===== src/rtl/mem_arb_pkg.sv =====
// Shared types for the IF/LS unified-memory port arbiter.
// Included first so the arbiter and its timeout counter agree on encodings.
package mem_arb_pkg;

    typedef enum logic {IDLE, WAIT} arb_state_e;
    typedef enum logic {OWN_IF, OWN_LS} arb_owner_e;

    localparam logic [3:0] BE_WORD = 4'hF;
    localparam int unsigned TO_W = 16;

endpackage


===== src/rtl/arb_timeout_cnt.sv =====
// 16-bit clear/enable cycle counter with a terminal-count compare.
// Used to bound how long the arbiter waits for a memory ack.
module arb_timeout_cnt
    import mem_arb_pkg::*;
#(
    parameter logic [TO_W-1:0] TERM = '0
) (
    input  logic i_clk,
    input  logic i_rst_n,
    input  logic i_clr,
    input  logic i_en,
    output logic o_tc
);

    logic [TO_W-1:0] cnt_q;
    logic [TO_W-1:0] cnt_d;

    always_comb begin
        cnt_d = cnt_q;
        if (i_clr) begin
            cnt_d = '0;
        end else if (i_en) begin
            cnt_d = cnt_q + 1'b1;
        end
    end

    always_ff @(posedge i_clk or negedge i_rst_n) begin
        if (!i_rst_n) begin
            cnt_q <= '0;
        end else begin
            cnt_q <= cnt_d;
        end
    end

    assign o_tc = (cnt_q == TERM);

endmodule


===== src/rtl/mem_port_arbiter.sv =====
// Arbitrates IF and LS onto one single-ported memory with a
// valid/grant/response handshake, starvation guard and bus timeout.
module mem_port_arbiter
    import mem_arb_pkg::*;
#(
    parameter int unsigned STARVE_MAX = 4,
    parameter int unsigned TIMEOUT    = 64
) (
    input  logic        i_clk,
    input  logic        i_rst_n,
    input  logic        i_if_req,
    input  logic [31:0] i_if_addr,
    output logic        o_if_gnt,
    output logic        o_if_rvalid,
    output logic [31:0] o_if_rdata,
    input  logic        i_ls_req,
    input  logic        i_ls_we,
    input  logic [31:0] i_ls_addr,
    input  logic [31:0] i_ls_wdata,
    input  logic [3:0]  i_ls_be,
    output logic        o_ls_gnt,
    output logic        o_ls_rvalid,
    output logic [31:0] o_ls_rdata,
    output logic        o_mem_req,
    output logic        o_mem_we,
    output logic [31:0] o_mem_addr,
    output logic [31:0] o_mem_wdata,
    output logic [3:0]  o_mem_be,
    input  logic        i_mem_ack,
    input  logic [31:0] i_mem_rdata,
    output logic        o_err
);

    localparam logic [3:0] STARVE_LIM = 4'(STARVE_MAX);
    localparam logic [TO_W-1:0] TO_TERM =
        (TIMEOUT == 0) ? '0 : TO_W'(TIMEOUT - 1);

    arb_state_e  state_q, state_d;
    arb_owner_e  owner_q, owner_d;
    logic [3:0]  starve_q, starve_d;
    logic        mem_req_q, mem_req_d;
    logic        mem_we_q, mem_we_d;
    logic [31:0] mem_addr_q, mem_addr_d;
    logic [31:0] mem_wdata_q, mem_wdata_d;
    logic [3:0]  mem_be_q, mem_be_d;
    logic        if_rvalid_q, if_rvalid_d;
    logic        ls_rvalid_q, ls_rvalid_d;
    logic [31:0] if_rdata_q, if_rdata_d;
    logic [31:0] ls_rdata_q, ls_rdata_d;
    logic        err_q, err_d;

    logic        idle, waiting, force_if;
    logic        if_win, ls_win;
    logic        to_tc, to_hit, done;
    logic [31:0] rsp_data;

    assign idle     = (state_q == IDLE);
    assign waiting  = (state_q == WAIT);
    assign force_if = i_if_req && (starve_q == STARVE_LIM);

    // Grants are gated by reset so every output reads 0 while held.
    assign ls_win = i_rst_n && idle && i_ls_req && !force_if;
    assign if_win = i_rst_n && idle && i_if_req && !ls_win;

    assign to_hit = (TIMEOUT != 0) && to_tc;
    assign done   = waiting && (i_mem_ack || to_hit);

    // Ack wins over a same-cycle timeout; stores return 0.
    assign rsp_data = (i_mem_ack && !mem_we_q) ? i_mem_rdata : 32'h0;

    arb_timeout_cnt #(
        .TERM (TO_TERM)
    ) u_to_cnt (
        .i_clk   (i_clk),
        .i_rst_n (i_rst_n),
        .i_clr   (!waiting || done),
        .i_en    (waiting),
        .o_tc    (to_tc)
    );

    always_comb begin
        state_d     = state_q;
        owner_d     = owner_q;
        mem_req_d   = mem_req_q;
        mem_we_d    = mem_we_q;
        mem_addr_d  = mem_addr_q;
        mem_wdata_d = mem_wdata_q;
        mem_be_d    = mem_be_q;
        if_rdata_d  = if_rdata_q;
        ls_rdata_d  = ls_rdata_q;
        if_rvalid_d = 1'b0;
        ls_rvalid_d = 1'b0;
        err_d       = 1'b0;

        starve_d = starve_q;
        if (!i_if_req || if_win) begin
            starve_d = '0;
        end else if (ls_win && starve_q < STARVE_LIM) begin
            starve_d = starve_q + 1'b1;
        end

        unique case (state_q)
            IDLE: begin
                if (if_win || ls_win) begin
                    state_d     = WAIT;
                    mem_req_d   = 1'b1;
                    owner_d     = ls_win ? OWN_LS : OWN_IF;
                    mem_we_d    = ls_win && i_ls_we;
                    mem_addr_d  = ls_win ? i_ls_addr : i_if_addr;
                    mem_wdata_d = ls_win ? i_ls_wdata : 32'h0;
                    mem_be_d    = ls_win ? i_ls_be : BE_WORD;
                end
            end
            WAIT: begin
                if (done) begin
                    state_d   = IDLE;
                    mem_req_d = 1'b0;
                    err_d     = !i_mem_ack;
                    if (owner_q == OWN_LS) begin
                        ls_rvalid_d = 1'b1;
                        ls_rdata_d  = rsp_data;
                    end else begin
                        if_rvalid_d = 1'b1;
                        if_rdata_d  = rsp_data;
                    end
                end
            end
            default: state_d = IDLE;
        endcase
    end

    always_ff @(posedge i_clk or negedge i_rst_n) begin
        if (!i_rst_n) begin
            state_q     <= IDLE;
            owner_q     <= OWN_IF;
            starve_q    <= '0;
            mem_req_q   <= 1'b0;
            mem_we_q    <= 1'b0;
            mem_addr_q  <= '0;
            mem_wdata_q <= '0;
            mem_be_q    <= '0;
            if_rvalid_q <= 1'b0;
            ls_rvalid_q <= 1'b0;
            if_rdata_q  <= '0;
            ls_rdata_q  <= '0;
            err_q       <= 1'b0;
        end else begin
            state_q     <= state_d;
            owner_q     <= owner_d;
            starve_q    <= starve_d;
            mem_req_q   <= mem_req_d;
            mem_we_q    <= mem_we_d;
            mem_addr_q  <= mem_addr_d;
            mem_wdata_q <= mem_wdata_d;
            mem_be_q    <= mem_be_d;
            if_rvalid_q <= if_rvalid_d;
            ls_rvalid_q <= ls_rvalid_d;
            if_rdata_q  <= if_rdata_d;
            ls_rdata_q  <= ls_rdata_d;
            err_q       <= err_d;
        end
    end

    assign o_if_gnt    = if_win;
    assign o_ls_gnt    = ls_win;
    assign o_if_rvalid = if_rvalid_q;
    assign o_ls_rvalid = ls_rvalid_q;
    assign o_if_rdata  = if_rdata_q;
    assign o_ls_rdata  = ls_rdata_q;
    assign o_mem_req   = mem_req_q;
    assign o_mem_we    = mem_we_q;
    assign o_mem_addr  = mem_addr_q;
    assign o_mem_wdata = mem_wdata_q;
    assign o_mem_be    = mem_be_q;
    assign o_err       = err_q;

endmodule


===== config.mk =====
export PLATFORM = sky130hd
export DESIGN_NAME = mem_port_arbiter
export DESIGN_NICKNAME = d
export VERILOG_FILES = /design/src/rtl/mem_arb_pkg.sv /design/src/rtl/arb_timeout_cnt.sv /design/src/rtl/mem_port_arbiter.sv
export SDC_FILE = /design/constraint.sdc
export NUM_CORES = 1
export LEC_CHECK = 0
export ABC_AREA = 1
export ABC_CLOCK_PERIOD_IN_PS = 1770
export CORE_ASPECT_RATIO = 0.7
export CORE_MARGIN = 2
export CORE_UTILIZATION = 30
export DETAILED_ROUTE_END_ITERATION = 7
export HOLD_SLACK_MARGIN = 0.1
export PLACE_DENSITY = 0.61
export SYNTH_ARGS = -nofsm -noshare
export SYNTH_HDL_FRONTEND = slang
export SYNTH_SLANG_ARGS = --single-unit

===== constraint.sdc =====
create_clock -name i_clk -period 1.77 [get_ports i_clk]
set_input_delay 0.2655 -clock i_clk [delete_from_list [all_inputs] [get_ports i_clk]]
set_output_delay 0.2655 -clock i_clk [all_outputs]
set_load 0.02 [all_outputs]

==> impl_metrics.tcl <==
set metrics [dict create \
    status "finished with violations" \
    violations "negative setup slack" \
    ir_drop_uv 628.0 \
    met1_length_um 10870 \
    netlist_instances 851 \
    multiInputGateArea_um2 2570 \
    finalHoldViolations 0 \
    hold_path_end "o_mem_wdata[20]$_DFFE_PN0P_" \
    viasPerCell 4.550 \
    yosysSeqAreaShare_pct 56.05 \
    stdcell_count 1468 \
    dp_cells 1420 \
    hp-start "i_ls_wdata[20]" \
    required_ps 1500 \
    hpwl_um 14890 \
    critPathTopFamily "flip-flops" \
    power_mw 13.68 \
    fin_skew_ps 10.72 \
    clock-sinks 159 \
    io_buffers 276 \
    routed.top_layer "met5" \
    grt_max_degree 160 \
    dr.first_iter.drc_count 389 \
    seqCellArea_um2 3980 \
    rr_worst_depth 11 \
    setup_viol 2 \
    ys_ff_latch 159 \
    antenna_found_initial 1 \
    die_x_um 187.9 \
    core_um2 23460 \
    fin_nets 1278 \
    finalWirelength_um 23370 \
    synthTopCellsByArea "dfrtp_1 (56%), nand2_1 (17%), nand4_1 (5.8%)" \
    cts_buffer_depth 2 \
    drc 0 \
    drv_slew 0 \
    wl_per_cell_um 15.92 \
    cts_made_buffers 17 \
    die-area_um2 24930 \
    yosys_warnings 0 \
    place_congestion 0.8024 \
    drt_first_pass_iters 4 \
    setup_ws_ps -23.18 \
    die_h_um 132.7 \
    cp_num_buf_inv 4 \
    r2r-start "starve_q[0]$_DFFE_PN0P_" \
    hold_ws_ps 369.4 \
    synthDominantCellAreaShare_pct 56.05 \
    crit_chain "inv_2 > ha_4 > nand4_1 > nand2_2 > buf_6 > inv_8 > buf_12" \
    syn_to_final_growth_pct 57.11 \
    synth_cell_types 28 \
    critPathMaxStageDelay_ps 390 \
    tightest_slew_ps 1024 \
    io_pins 277 \
    fin_tns_setup_ps -39.36 \
    post_dp_cell_area_um2 10250 \
    relSlewSlack_pct 31.71 \
    ant_nets 0 \
    max-cap-violations 0 \
    avgSynthCellArea_um2 8.341 \
    synth_fp_nets 992 \
    grt_use_total_pct 18.20 \
    power-per-cell-area_nw_per_um2 1226 \
    vias 6679 \
    critical_path_class "reg2out" \
    finish.utilization_pct 47.53 \
    rsz0062_at_grt "true" \
    r2r_slack_ps 80 \
    crit_arrival_ps 1530 \
    rows 47 \
    cts_root_buffer "clkbuf_16" \
    finalCritPeriodShare_pct 101.3 \
    cp_max_fo 2 \
    yosysTopAreaCell "dfrtp_1" \
    global_route.overflow_total 0 \
    period_needed_ps 1793 \
    stdcell_area_um2 11150 \
    whs_path_depth 3 \
    cts_tree "done" \
    clock_latency_ps 430 \
    pre_cts_ws_ps -286.8 \
    antennaDiodeCount 0 \
    fillers 2228 \
    grt_first_pass_wirelength_um 35810 \
    wl_met3_um 2118 \
    leakagePower_nw 5.381 \
    start_util_pct 30.25 \
    end_kind "primary output" \
    cts.clk_slew.worst_paths_ps 70 \
    clock.fmax_mhz 557.7 \
    slowest_stage "dfrtp_1" \
    drive_above_1_share_pct 8.783 \
    startpoint_type "flip-flop" \
    ctsHtreeMaxLevel 4 \
    r2r-end "o_mem_addr[24]$_DFFE_PN0P_" \
    grt_pass1_vias 6699 \
    hp-class "in2reg" \
    syn_area_um2 7098 \
    wl_met2_um 9936 \
]
## state kept, by name (all words and copies together), names as in the netlist
| signal | cells |
|---|---|
| o_if_rdata | 32 |
| o_err | 1 |
| o_mem_we | 1 |
| o_mem_wdata | 32 |
| u_to_cnt.cnt_q | 16 |
| o_ls_rdata | 32 |
| owner_q | 1 |
| o_mem_be | 4 |
| state_q | 1 |
| o_if_rvalid | 1 |
| o_mem_req | 1 |
| starve_q | 4 |
| o_mem_addr | 32 |
| o_ls_rvalid | 1 |
## layout by cell type (no fill, tap or decap), types with 3 or more instances in the layout
master / n
o22ai_1: 4
nand3_1: 71
inv_6: 5
buf_6: 6
nand2_2: 3
buf_12: 9
buf_4: 22
nand2_1: 329
nor2_1: 67
clkdlybuf4s50_1: 271
inv_1: 59
clkbuf_16: 24
nand4_1: 66
clkinvlp_4: 7
o21ai_0: 4
nor3_1: 8
inv_2: 5
dfrtp_1: 158
xor2_1: 4
## per-layer routing
layer | vias to the layer above | global-route usage [%]
li1 | 3287 | -
met1 | 3114 | 24.63
met2 | 245 | 26.81
met3 | 31 | 7.003
met4 | 2 | 5.862
met5 | - | 0
## cell usage after synthesis
library cell,n
nor2_4,1
buf_1,1
buf_4,5
o22ai_1,4
nand2_2,3
o21ai_0,4
nor3_2,1
a21oi_1,1
o21ai_4,1
nand3_1,71
or2_2,1
inv_1,63
nand4_1,66
ha_1,3
dfrtp_1,159
xor2_1,4
nor2_1,69
buf_6,12
clkinv_1,1
clkbuf_1,15
a31oi_1,1
nand3_2,2
nand2_4,1
nor4_1,1
buf_2,20
nand2_1,330
nor3_1,8
inv_2,3
## power breakdown
group | internal [mW] | switching (mW) | leakage [nW]
combinational | 2.31 | 2.73 | 3.05
sequential | 4.49 | 0.488 | 2.07
clock | 2.00 | 1.66 | 0.258
## worst min-delay path: cells and delay by family
| family | cells | cell delay [ps] |
|---|---|---|
| buffers and inverters | 1 | 400 |
| and+or+nand+nor | 2 | 100 |
## cell type report
cell class,count,area share (%)
Sequential cell,159,35.69
Timing Repair Buffer,320,30.18
Multi-Input combinational cell,572,23.05
Clock buffer,18,3.938
Tap cell,318,3.568
Inverter,67,2.367
Clock inverter,14,1.212
## how the worst max path moves through the flow
stage	start	endpoint	cells after the start
3_3_place_gp	i_if_req	o_if_gnt	6
3_5_place_dp	i_if_req	o_if_gnt	6
5_1_grt	starve_q[0]$_DFFE_PN0P_	o_if_gnt	7
2_1_floorplan	starve_q[0]$_DFFE_PN0P_	o_ls_gnt	7
6_report	starve_q[0]$_DFFE_PN0P_	o_ls_gnt	7
4_1_cts	starve_q[0]$_DFFE_PN0P_	o_ls_gnt	7
## logic make-up (layout without fill, tap and decap cells)
logic type / count (synthesis) / count (layout) / synth area share (%)
AND/OR/NAND/NOR: 554 / 554 / 33.67
adder cells (fa/ha/maj): 3 / 3 / 0.5289
AO/OA/AOI/OAI: 11 / 11 / 1.022
buffers and inverters: 120 / 419 / 8.232
XOR/XNOR: 4 / 4 / 0.4935
flip-flops: 159 / 159 / 56.06
## what timing repair did
action                                 in CTS  in global routing
pin swaps                                   2                  8
cloned                                      0                  8
hold buffers                                1                  0
setup buffers                               8                  2
endpoints found under the hold margin     159                  0
setup endpoints to repair                   2                 82
resized for setup                          16                 14
Power figures use the tool's default switching activity.
